$ cat src/rtl/sprite_scan_scheduler_if.sv
// Sprite scan scheduler bus: pixel strobe, sprite register bank read port,
// datapath hand-off and scan result / overrun status.
interface sprite_scan_scheduler_if #(
  parameter int unsigned SLOT_W = 3
);
  logic              is_pixel;
  logic [SLOT_W-1:0] reg_rd_addr;
  logic [31:0]       reg_rd_data;
  logic [31:0]       data_reg;
  logic              is_sprite;
  logic              scan_done;
  logic              hit_valid;
  logic [SLOT_W-1:0] hit_slot;
  logic [31:0]       hit_data;
  logic              clr_overrun;
  logic              overrun;

  // Scheduler side
  modport master (
    input  is_pixel, reg_rd_data, is_sprite, clr_overrun,
    output reg_rd_addr, data_reg, scan_done, hit_valid, hit_slot, hit_data, overrun
  );

  // Environment side: register bank, datapath and pixel timing
  modport slave (
    output is_pixel, reg_rd_data, is_sprite, clr_overrun,
    input  reg_rd_addr, data_reg, scan_done, hit_valid, hit_slot, hit_data, overrun
  );
endinterface

$ cat src/rtl/sprite_scan_scheduler.sv
// Per-pixel sprite slot scanner. On each accepted is_pixel strobe the slots are
// read out of a synchronous-read register bank in ascending order; each word is
// shown to the address-calculation datapath through data_reg and the first slot
// that is enabled and reported as a sprite wins. A strobe arriving mid-scan
// restarts the scan from slot 0 and raises the sticky overrun flag.
module sprite_scan_scheduler #(
  parameter int unsigned NUM_SLOTS = 8,
  parameter int unsigned SLOT_W    = 3,
  parameter int unsigned EN_BIT    = 31
) (
  input logic                     clk,
  input logic                     reset,
  sprite_scan_scheduler_if.master bus
);

  localparam logic [SLOT_W-1:0] LAST_SLOT = SLOT_W'(NUM_SLOTS - 1);

  typedef enum logic [1:0] {
    IDLE = 2'd0,
    SCAN = 2'd1,
    DONE = 2'd2
  } state_t;

  state_t            state, state_n;
  logic [SLOT_W-1:0] rd_addr, rd_addr_n;
  logic              chk_valid, chk_valid_n;
  logic [SLOT_W-1:0] chk_slot, chk_slot_n;
  logic              hit_valid, hit_valid_n;
  logic [SLOT_W-1:0] hit_slot, hit_slot_n;
  logic [31:0]       hit_data, hit_data_n;
  logic              overrun, overrun_n;
  logic              slot_hit;

  // The slot currently on reg_rd_data hits when it is enabled and the datapath agrees
  assign slot_hit = chk_valid & bus.reg_rd_data[EN_BIT] & bus.is_sprite;

  // State and datapath registers
  always_ff @(posedge clk or negedge reset) begin
    if (!reset) begin
      state     <= IDLE;
      rd_addr   <= '0;
      chk_valid <= 1'b0;
      chk_slot  <= '0;
      hit_valid <= 1'b0;
      hit_slot  <= '0;
      hit_data  <= '0;
      overrun   <= 1'b0;
    end else begin
      state     <= state_n;
      rd_addr   <= rd_addr_n;
      chk_valid <= chk_valid_n;
      chk_slot  <= chk_slot_n;
      hit_valid <= hit_valid_n;
      hit_slot  <= hit_slot_n;
      hit_data  <= hit_data_n;
      overrun   <= overrun_n;
    end
  end

  // Next-state: scan sequencing, check pipeline, result capture and overrun
  always_comb begin
    state_n     = state;
    rd_addr_n   = rd_addr;
    chk_valid_n = chk_valid;
    chk_slot_n  = chk_slot;
    hit_valid_n = hit_valid;
    hit_slot_n  = hit_slot;
    hit_data_n  = hit_data;
    overrun_n   = overrun;

    // A mid-scan strobe below overrides this clear, so set wins on a collision
    if (bus.clr_overrun) begin
      overrun_n = 1'b0;
    end

    case (state)
      IDLE, DONE: begin
        chk_valid_n = 1'b0;
        if (bus.is_pixel) begin
          state_n     = SCAN;
          rd_addr_n   = '0;
          hit_valid_n = 1'b0;
          hit_slot_n  = '0;
          hit_data_n  = '0;
        end else begin
          state_n = IDLE;
        end
      end

      SCAN: begin
        if (bus.is_pixel) begin
          // Abort: restart from slot 0 and drop whatever word is in flight
          rd_addr_n   = '0;
          chk_valid_n = 1'b0;
          hit_valid_n = 1'b0;
          hit_slot_n  = '0;
          hit_data_n  = '0;
          overrun_n   = 1'b1;
        end else if (slot_hit) begin
          // Slots are checked in ascending order, so the first hit is the lowest index
          state_n     = DONE;
          chk_valid_n = 1'b0;
          hit_valid_n = 1'b1;
          hit_slot_n  = chk_slot;
          hit_data_n  = bus.reg_rd_data;
        end else if (chk_valid && (chk_slot == LAST_SLOT)) begin
          state_n     = DONE;
          chk_valid_n = 1'b0;
        end else begin
          // The word requested now is on reg_rd_data next cycle
          chk_valid_n = 1'b1;
          chk_slot_n  = rd_addr;
          if (rd_addr != LAST_SLOT) begin
            rd_addr_n = rd_addr + SLOT_W'(1);
          end
        end
      end

      default: begin
        state_n     = IDLE;
        chk_valid_n = 1'b0;
      end
    endcase
  end

  assign bus.reg_rd_addr = rd_addr;
  assign bus.data_reg    = chk_valid ? bus.reg_rd_data : hit_data;
  assign bus.scan_done   = (state == DONE);
  assign bus.hit_valid   = hit_valid;
  assign bus.hit_slot    = hit_slot;
  assign bus.hit_data    = hit_data;
  assign bus.overrun     = overrun;

endmodule

$ cat src/flat_wrapper.sv
// flat-port wrapper written by rule: the top's interface ports become plain ports
module sprite_scan_scheduler_flat 
#(
  parameter int unsigned NUM_SLOTS = 8,
  parameter int unsigned SLOT_W    = 3,
  parameter int unsigned EN_BIT    = 31
)
  (clk, reset, bus_is_pixel, bus_reg_rd_data, bus_is_sprite, bus_clr_overrun, bus_reg_rd_addr, bus_data_reg, bus_scan_done, bus_hit_valid, bus_hit_slot, bus_hit_data, bus_overrun);
  sprite_scan_scheduler_if #(.SLOT_W(SLOT_W)) bus_i ();
  input logic clk;
  input logic reset;
  input wire logic [$bits(bus_i.is_pixel)-1:0] bus_is_pixel;
  input wire logic [$bits(bus_i.reg_rd_data)-1:0] bus_reg_rd_data;
  input wire logic [$bits(bus_i.is_sprite)-1:0] bus_is_sprite;
  input wire logic [$bits(bus_i.clr_overrun)-1:0] bus_clr_overrun;
  output wire logic [$bits(bus_i.reg_rd_addr)-1:0] bus_reg_rd_addr;
  output wire logic [$bits(bus_i.data_reg)-1:0] bus_data_reg;
  output wire logic [$bits(bus_i.scan_done)-1:0] bus_scan_done;
  output wire logic [$bits(bus_i.hit_valid)-1:0] bus_hit_valid;
  output wire logic [$bits(bus_i.hit_slot)-1:0] bus_hit_slot;
  output wire logic [$bits(bus_i.hit_data)-1:0] bus_hit_data;
  output wire logic [$bits(bus_i.overrun)-1:0] bus_overrun;
  assign bus_i.is_pixel = bus_is_pixel;
  assign bus_i.reg_rd_data = bus_reg_rd_data;
  assign bus_i.is_sprite = bus_is_sprite;
  assign bus_i.clr_overrun = bus_clr_overrun;
  assign bus_reg_rd_addr = bus_i.reg_rd_addr;
  assign bus_data_reg = bus_i.data_reg;
  assign bus_scan_done = bus_i.scan_done;
  assign bus_hit_valid = bus_i.hit_valid;
  assign bus_hit_slot = bus_i.hit_slot;
  assign bus_hit_data = bus_i.hit_data;
  assign bus_overrun = bus_i.overrun;
  sprite_scan_scheduler #(.NUM_SLOTS(NUM_SLOTS), .SLOT_W(SLOT_W), .EN_BIT(EN_BIT)) u_core (.clk(clk), .reset(reset), .bus(bus_i));
endmodule
$ cat config.mk
export PLATFORM = sky130hd
export DESIGN_NAME = sprite_scan_scheduler_flat
export DESIGN_NICKNAME = d
export VERILOG_FILES = /design/src/rtl/sprite_scan_scheduler_if.sv /design/src/rtl/sprite_scan_scheduler.sv /design/src/flat_wrapper.sv
export SDC_FILE = /design/constraint.sdc
export NUM_CORES = 1
export LEC_CHECK = 0
export CORE_ASPECT_RATIO = 1.1
export CORE_MARGIN = 2
export CORE_UTILIZATION = 39
export DETAILED_ROUTE_END_ITERATION = 8
export GPL_TIMING_DRIVEN = 0
export PLACE_DENSITY_LB_ADDON = 0.05
export SYNTH_ARGS = -nofsm -noshare
export SYNTH_HDL_FRONTEND = slang
export SYNTH_SLANG_ARGS = --single-unit
export TNS_END_PERCENT = 30
$ cat constraint.sdc
create_clock -name clk -period 1.92 [get_ports clk]
set_input_delay 0.192 -clock clk [delete_from_list [all_inputs] [get_ports clk]]
set_output_delay 0.192 -clock clk [all_outputs]
set_load 0.02 [all_outputs]
==> results of run 1 <==
-- synthesized netlist by cell type --
cell type and count:
nand3b_1 1, a41o_1 1, clkbuf_1 2, inv_1 3, a22o_2 1, a22o_1 34, ha_1 2, dfrtp_1 46
a32o_1 2, a32o_2 1, buf_1 4, mux2_2 32, o21ai_0 1, a21o_1 2, nand4bb_1 1, buf_2 4
a2111oi_4 1, a32oi_1 1, o21a_1 1, mux2_1 3, o221ai_1 1, nor2_1 3, nand2_1 3, nor2b_1 2
a21oi_1 1
-- cell type report --
type	instances	area, um^2	share of cell area
timing repair buffer	111	1090	0.319
sequential	46	1150	0.335
buffer	10	71.3	0.0208
inverter	3	11.3	0.00328
tap	75	93.8	0.0273
multi-input combinational	94	902	0.263
clock buffer	5	68.8	0.0200
clock inverter	3	40.0	0.0117
-- how the worst min path moves through the flow --
stage / start / endpoint / cells after the start
after floorplan: reset / u_core.bus.hit_data[0] / 0
after global placement: u_core.bus.hit_valid / u_core.bus.hit_valid / 1
after detailed placement: reset / u_core.bus.hit_data[15] / 1
after CTS: reset / u_core.bus.hit_data[22] / 2
after global routing: reset / u_core.bus.hit_data[14] / 2
final: reset / u_core.bus.hit_data[17] / 2
-- registers in the layout, summed over array words and instances (netlist names) --
| register | count |
|---|---|
| u_core.bus.reg_rd_addr | 3 |
| u_core.chk_slot | 3 |
| u_core.chk_valid | 1 |
| u_core.state | 2 |
| u_core.bus.hit_slot | 3 |
| u_core.bus.hit_valid | 1 |
| u_core.bus.hit_data | 32 |
| u_core.bus.overrun | 1 |
-- repair_timing --
action                                 in CTS  in global routing
setup endpoints to repair                  32                 41
endpoints found under the hold margin      24                  0
resized for setup                          37                  7
hold buffers                                1                  0
-- logic make-up after synthesis --
| family | synth area share |
|---|---|
| compound gates | 0.203 |
| flops | 0.547 |
| mux | 0.187 |
| buf+inv | 0.0256 |
| simple gates | 0.0256 |
| fa+ha+maj | 0.0119 |
-- metal layers --
layer  vias up  wire, um
li1        830         -
met1       857      2530
met2        62      2520
met3         2       360
met4         0        28
met5         -         0
-- placed cells by master, fill, tap and decap left out, types with 2 or more instances in the layout --
| cell type | count |
|---|---|
| clkdlybuf4s50_1 | 76 |
| dfrtp_1 | 46 |
| a22o_1 | 34 |
| mux2_2 | 32 |
| dlygate4sd2_1 | 29 |
| clkbuf_8 | 5 |
| buf_6 | 4 |
| buf_2 | 4 |
| inv_1 | 3 |
| nand2_1 | 3 |
| mux2_1 | 3 |
| dlymetal6s2s_1 | 3 |
| nor2b_1 | 2 |
| clkbuf_1 | 2 |
| a32o_1 | 2 |
| nor2_1 | 2 |
| a21o_1 | 2 |
| ha_1 | 2 |
| clkinv_2 | 2 |
-- power by group through the flow --
stage          clock network, mW  logic, mW  registers, mW
6_report                   0.699      0.693           1.09
5_1_grt                    0.764      0.742           1.10
4_1_cts                    0.722      0.697           1.09
3_3_place_gp                   0      0.717           1.10
3_5_place_dp                   0      0.728           1.10
2_1_floorplan                  0      0.314           1.14
==> impl_metrics.env, run 1 <==
export IMPL_relSlewSlack=0.606
export IMPL_die_h_um=81.0
export IMPL_antenna_found_initial=0
export IMPL_min_period_ps=1820
export IMPL_layout_nets=310
export IMPL_status="completed"
export IMPL_crit_chain="buf_6 > buf_6 > mux2_2 > dlygate4sd2_1"
export IMPL_seq_power_share=0.439
export IMPL_fmax_mhz=551
export IMPL_hold_worst_slack_ps=428
export IMPL_ys_warn_count=0
export IMPL_dpl_hpwl_mm=3.99
export IMPL_dr_pass1_iters=4
export IMPL_synthTopCellsByArea="dfrtp_1 (55%), mux2_2 (17%), a22o_1 (14%)"
export IMPL_htreeDepth=2
export IMPL_placed_cell_area_mm2=0.00331
export IMPL_path_class="register to output port"
export IMPL_critPathCapture="bus_data_reg[3]"
export IMPL_route_detailed_drc=0
export IMPL_p_switching_mw=0.711
export IMPL_io_pin_count=110
export IMPL_finalPower_mw=2.48
export IMPL_crit_buf_inv=3
export IMPL_num_vias=1751
export IMPL_initial_core_util=0.398
export IMPL_synth_cell_types=25
export IMPL_utilization=0.649
export IMPL_initialDrtViolationCount=42
export IMPL_die_w_um=74.0
export IMPL_cpPeakStageDelay_ps=340
export IMPL_crit_cells=4
export IMPL_path_delay_family="buffers and inverters"
export IMPL_synth_avg_cell_area_um2=13.8
export IMPL_routabilityCongestion=0.803
export IMPL_num_rows=28
export IMPL_cts_sinks=46
export IMPL_synth_top_area_frac=0.547
export IMPL_clk_latency_ps=290
export IMPL_diodes=0
export IMPL_first_global_vias=1676
export IMPL_fin_crit_sh=0.946
export IMPL_cpMostUsedCell="buf_6"
export IMPL_dpl_worst_slack_ps=-267
export IMPL_cts_buffers=5
export IMPL_grt_ovfl_total=0
export IMPL_gr_usage_met2=0.291
export IMPL_wl_per_cell_um=15.7
export IMPL_rsz0062_at_grt="false"
export IMPL_grt_max_degree=26
export IMPL_syn_area_mm2=0.00210
export IMPL_synth_top_cell_by_area="dfrtp_1"
export IMPL_drv_cap=0
export IMPL_start_kind="register"
export IMPL_combPwrFrac=0.280
export IMPL_clockBufferDepth=2
export IMPL_r2r_cells=3
export IMPL_syn_inst=153
export IMPL_dp_cells=338
export IMPL_cts_root_buf="clkbuf_8"
export IMPL_clkTransAtPathRegs_ps=80
export IMPL_cp_required_ps=1730
export IMPL_setup_tns_ps=0
export IMPL_power_density_mw_per_mm2=722
export IMPL_cp_slowest_cell="dfrtp_1"
export IMPL_grt_use_met3=0.0422
export IMPL_setup_slack_ps=105
export IMPL_syn_to_final_growth_pct=63.1
export IMPL_p_leak_nw=1.68
export IMPL_rrSetupSlack_ps=160
export IMPL_routed_wl_mm=5.44
export IMPL_ir_drop_mv=0.396
export IMPL_p_int_mw=1.77
export IMPL_port_buffers=109
export IMPL_r2r_start="u_core.chk_slot[2]"
export IMPL_cts_tree="built"
export IMPL_met1_usage=0.255
export IMPL_hold_violations=0
export IMPL_fillers=450
export IMPL_r2r_end="u_core.chk_slot[1]"
export IMPL_ys_ff_latch=46
export IMPL_tightest_slew_ps=591
export IMPL_grt_pass1_wl_mm=8.38
export IMPL_hold_class="primary input to asynchronous set/reset pin"
export IMPL_post_drt_via_cell_ratio=5.05
export IMPL_syn_nets=192
export IMPL_grt_usage=0.185
export IMPL_postRouteAntennaNets=0
export IMPL_yosysSeqAreaShare=0.547
export IMPL_clockPowerShare=0.282
export IMPL_grt_busiest_layer="met2"
export IMPL_worstPathArrival_ps=1620
export IMPL_die_area_mm2=0.00600
export IMPL_finalMaxSlewViolations=0
export IMPL_endpoint_kind="output port"
export IMPL_post_cts_buffers=0
export IMPL_switching_share=0.287
export IMPL_critPathMaxFanout=10
export IMPL_finalSetupViolCount=0
export IMPL_layout_drive_gt1_share=0.195
export IMPL_stdcell_count=347
export IMPL_cp_startpoint="u_core.chk_valid"
export IMPL_finalClockSkew_ps=6.52
export IMPL_core_mm2=0.00529
export IMPL_finalInstanceArea_mm2=0.00343
No activity file was read; power rests on OpenSTA's default activity.
==> run 2, diff against run 1 <==
--- a/config.mk
+++ b/config.mk
@@ -5,9 +5,10 @@
 export SDC_FILE = /design/constraint.sdc
 export NUM_CORES = 1
 export LEC_CHECK = 0
+export CAP_MARGIN = 40
 export CORE_ASPECT_RATIO = 1.1
 export CORE_MARGIN = 2
-export CORE_UTILIZATION = 39
+export CORE_UTILIZATION = 36
 export DETAILED_ROUTE_END_ITERATION = 8
 export GPL_TIMING_DRIVEN = 0
 export PLACE_DENSITY_LB_ADDON = 0.05
==> constraint.sdc (replaced) <==
create_clock -name clk -period 1.6 [get_ports clk]
set_input_delay 0.16 -clock clk [delete_from_list [all_inputs] [get_ports clk]]
set_output_delay 0.16 -clock clk [all_outputs]
set_load 0.02 [all_outputs]
==> impl_metrics.env, run 2 (same netlist as run 1, synthesis figures left out) <==
export IMPL_grt_ovfl_total=0
export IMPL_power_density_mw_per_mm2=854
export IMPL_crit_chain="a32o_2 > a2111oi_4 > buf_4 > mux2_4"
export IMPL_worstPathArrival_ps=1790
export IMPL_finalClockSkew_ps=6.83
export IMPL_dr_pass1_iters=4
export IMPL_die_w_um=76.9
export IMPL_rsz0062_at_grt="true"
export IMPL_diodes=0
export IMPL_syn_to_final_growth_pct=64.2
export IMPL_start_kind="register"
export IMPL_cpPeakStageDelay_ps=420
export IMPL_grt_pass1_wl_mm=9.36
export IMPL_path_delay_family="compound AO/OA/AOI/OAI gates"
export IMPL_final_common_cell="clkdlybuf4s50_1"
export IMPL_die_area_mm2=0.00647
export IMPL_largest_register_ffs=32
export IMPL_stdcell_count=359
export IMPL_critPathMaxFanout=5
export IMPL_antenna_found_initial=0
export IMPL_layout_drive_gt1_share=0.358
export IMPL_layout_common_cells="clkdlybuf4s50_1 (75), dfrtp_1 (45), a22o_1 (34), buf_2 (29), mux2_2 (26)"
export IMPL_fmax_mhz=620
export IMPL_cts_sinks=46
export IMPL_cp_required_ps=1780
export IMPL_placed_cell_area_mm2=0.00331
export IMPL_p_leak_nw=1.66
export IMPL_fillers=515
export IMPL_tightest_slew_ps=340
export IMPL_clkTransAtPathRegs_ps=80
export IMPL_routabilityCongestion=0.754
export IMPL_hold_violations=0
export IMPL_dpl_worst_slack_ps=-572
export IMPL_cp_slowest_cell="dfrtp_1"
export IMPL_grt_max_degree=34
export IMPL_initial_core_util=0.369
export IMPL_die_h_um=84.2
export IMPL_htreeDepth=2
export IMPL_failed_checks="setup timing"
export IMPL_clockBufferDepth=2
export IMPL_postRouteAntennaNets=0
export IMPL_initialDrtViolationCount=48
export IMPL_first_global_vias=1820
export IMPL_fin_crit_sh=1.01
export IMPL_status="complete, but fails checks"
export IMPL_dp_cells=340
export IMPL_endpoint_kind="register"
export IMPL_setup_tns_ps=-32.9
export IMPL_clk_latency_ps=300
export IMPL_wl_per_cell_um=16.1
export IMPL_hold_worst_slack_ps=291
export IMPL_core_mm2=0.00570
export IMPL_ir_drop_mv=0.587
export IMPL_route_detailed_drc=0
export IMPL_hold_class="primary input to asynchronous set/reset pin"
export IMPL_drv_cap=0
export IMPL_dpl_hpwl_mm=4.15
export IMPL_min_period_ps=1610
export IMPL_cts_buffers=5
export IMPL_crit_buf_inv=1
export IMPL_finalSetupViolCount=3
export IMPL_finalMaxSlewViolations=0
export IMPL_routed_wl_mm=5.79
export IMPL_largest_register="u_core.bus.hit_data"
export IMPL_post_drt_via_cell_ratio=5.09
export IMPL_setup_slack_ps=-12.4
export IMPL_layout_nets=320
export IMPL_finalInstanceArea_mm2=0.00346
export IMPL_num_vias=1828
export IMPL_num_rows=29
export IMPL_grt_usage=0.181
export IMPL_cts_tree="built"
export IMPL_port_buffers=109
export IMPL_path_class="register to register"
export IMPL_relSlewSlack=0.774
export IMPL_io_pin_count=110
export IMPL_cts_root_buf="clkbuf_8"
-- run 2: routing by layer --
layer  up-vias  share of wire  global-route usage
li1        846              -                   -
met1       910           0.45               0.246
met2        64           0.48               0.287
met3         8          0.056              0.0430
met4         0          0.013              0.0562
met5         -              0                   0
-- run 2: repair_timing --
item                                   4_1_cts  5_1_grt
gates resized for setup                    149       24
hold buffers                                 1        0
setup buffers                                5        5
gates cloned                                 0        0
endpoints found under the hold margin       13        0
pin swaps                                    1        3
setup endpoints to repair                   66       61
-- run 2: per-stage QoR --
| step | power, mW | utilization |
|---|---|---|
| 2_1_floorplan | 1.75 | - |
| 3_3_place_gp | 2.19 | 0.578 |
| 3_5_place_dp | 2.20 | 0.580 |
| 4_1_cts | 2.91 | 0.588 |
| 5_1_grt | 3.10 | 0.607 |
| 6_report | 2.95 | 0.607 |
-- run 2: worst paths after layout --
| path | from | to | slack [ps] | cells after the start |
|---|---|---|---|---|
| setup / recovery | u_core.chk_slot[0] | u_core.chk_slot[2] | -10 | 4 |
| hold / removal | reset | u_core.bus.hit_data[12] | 290 | 2 |
| setup reg to reg | u_core.chk_slot[0] | u_core.chk_slot[2] | -10 | 4 |
| hold reg to reg | u_core.bus.hit_valid | u_core.bus.hit_valid | 480 | 1 |
| max in group asynchronous | reset | u_core.state[1] | 810 | 3 |
| min in group clk | bus_clr_overrun | u_core.bus.overrun | 400 | 2 |
-- run 2: cell type report --
type | instances | area (um^2) | share of cell area
clock buffers | 7 | 86.3 | 0.0250
well taps | 77 | 96.3 | 0.0279
plain buffers | 10 | 96.3 | 0.0279
inverters | 3 | 11.3 | 0.00326
multi-input cells | 94 | 941 | 0.272
repair buffers | 121 | 1070 | 0.309
flip-flops and latches | 46 | 1150 | 0.333
clock inverters | 1 | 5.00 | 0.00145
-- run 2: where the power goes --
part           switching, mW  internal [mW]  leakage (nW)  total (mW)
registers             0.0716           1.24         0.623        1.31
clock network          0.374          0.349        0.0482       0.723
logic                  0.430          0.492         0.991       0.921
total                  0.876           2.08          1.66        2.95
==> edit: new RTL, config.mk and constraints of run 1 <==
`hit_data` no longer has a reset.
--- a/src/rtl/sprite_scan_scheduler.sv
+++ b/src/rtl/sprite_scan_scheduler.sv
@@ -44,5 +44,4 @@
       hit_valid <= 1'b0;
       hit_slot  <= '0;
-      hit_data  <= '0;
       overrun   <= 1'b0;
     end else begin
@@ -53,7 +52,10 @@
       hit_valid <= hit_valid_n;
       hit_slot  <= hit_slot_n;
-      hit_data  <= hit_data_n;
       overrun   <= overrun_n;
     end
+  end
+
+  always_ff @(posedge clk) begin
+    hit_data <= hit_data_n;
   end
 
Behaviour: differs if reset is asserted again (counterexample within 4 cycles, from zero or initial values and one cycle with reset low); with reset held inactive, the same outputs for 10 cycles.
==> edit against run 1 <==
Sequential power is 14% higher. Combinational power increased by 30%. Via count rose by 0.46%. Wire length up 1.7%. Worst setup slack lost 0.056 ns. Design area grew 4.0%. Area after synthesis grew 7.6%. Cell count rose by 2.9%. Utilization down 2.2 points. Sequential cell count unchanged. Total power rose by 12%. Critical path type unchanged. Largest cell class is now flip-flops and latches.
==> edit: results (changes against run 1) <==
[synthesis]
synth-seq-area-share=0.579  ; +0.0324
synth.net_count=201  ; +4.7%
synth_commonest_cells=mux2_2 (35), and2_1 (32), edfxtp_1 (32)
yosysUniqueCellTypes=27  ; +8.0%
ys.flop_type=edfxtp_1
ys_async_sr_fraction=0.304  ; -0.696
netlist_instances=162  ; +5.9%

[global_routing]
grt_pass1_vias=1724  ; +2.9%
gr-usage-met3=0.0617  ; +0.0195
grt_util_all_layers=0.177  ; -0.00867
grt_pass1_wl_mm=8.93  ; +6.5%
grt_util_met1=0.230  ; -0.0244

[outcome]
status=finished, final reports clean

[timing]
hold_ws_ns=0.290  ; -0.138 ns
slew_headroom=0.559  ; -0.0474
skew_ns=0.00676  ; +0.000234 ns

[layout]
fin_cells=357  ; +2.9%
drive_above_1_share=0.200  ; +0.00515

[route]
routedWlPerCell_um=15.5  ; -1.2%
drt_iter0_drc=93  ; +120%
met1_length_mm=2.43  ; -4.2%
first_pass_iters=5  ; +1
met3WireLength_um=508  ; +41%
vias_per_cell=4.93  ; -2.4%

[power_and_ir_drop]
p_seq_frac=0.449  ; +0.010
power.leakage_uw=0.00147  ; -13%
powerClk_uw=623  ; -11%
switchingPower_uw=851  ; +20%

[critical_path]
r2r_end=u_core.bus.hit_data[23]$_SDFFCE_PN0P_
crit_slowest_cell=clkdlybuf4s50_1
r2r_slack_ns=0.18  ; +0.02 ns
cp_slowest_stage_delay_ns=0.59  ; +0.25 ns
cp.arrival_ns=1.68  ; +0.06 ns
cp_max_fo=11  ; +1

[place]
dp_hpwl_mm=3.84  ; -3.9%
placed_area_um2=3460  ; +4.5%

==> edit: cell types whose count changed in the layout (fill, tap and decap cells not counted), moves of 4 or more <==
cell	before	now
edfxtp_1	0	32
a22o_1	34	1
and2_1	0	32
buf_6	4	0
buf_4	0	5
buf_2	4	0
o2bb2ai_1	0	4
dfrtp_1	46	13
==> edit: critical path: cells and delay by family (launching register included) <==
kind	cells	cell delay, ns
buffers and inverters	2	0.82
DFF	1	0.42
and+or+nand+nor	1	0.14
==> edit: cell type report <==
class	instances	area, um^2
Timing Repair Buffer	110	1070
Fill cell	490	2120
Tap cell	77	96.3
Clock buffer	7	86.3
Sequential cell	46	1310
Buffer	9	56.3
Multi-Input combinational cell	102	926
Inverter	5	18.8
Clock inverter	1	5.00
==> edit: what timing repair did <==
action,CTS,global route
resized for setup,41,3
endpoints found under the setup margin,65,42
setup buffers,0,1
cloned,1,0
==> edit: worst max path at each step <==
stage / to / depth (start not counted) / start
floorplan: u_core.bus.hit_data[0]$_SDFFCE_PN0P_ / 4 / u_core.chk_valid$_DFF_PN0_
global route: bus_scan_done / 3 / u_core.state[1]$_DFFE_PN0P_
detailed placement: u_core.bus.hit_data[25]$_SDFFCE_PN0P_ / 4 / bus_reg_rd_data[31]
finish: bus_scan_done / 3 / u_core.state[1]$_DFFE_PN0P_
global placement: u_core.bus.hit_data[30]$_SDFFCE_PN0P_ / 4 / bus_reg_rd_data[31]
CTS: u_core.bus.hit_data[6]$_SDFFCE_PN0P_ / 3 / u_core.chk_valid$_DFF_PN0_
==> edit: logic make-up after synthesis <==
logic type,after synthesis,share of synthesized area
muxes,35,0.174
buffers and inverters,15,0.0282
AOI/OAI and AO/OA,22,0.0835
adders and majority gates,2,0.0111
DFF,46,0.579
and+or+nand+nor,42,0.124
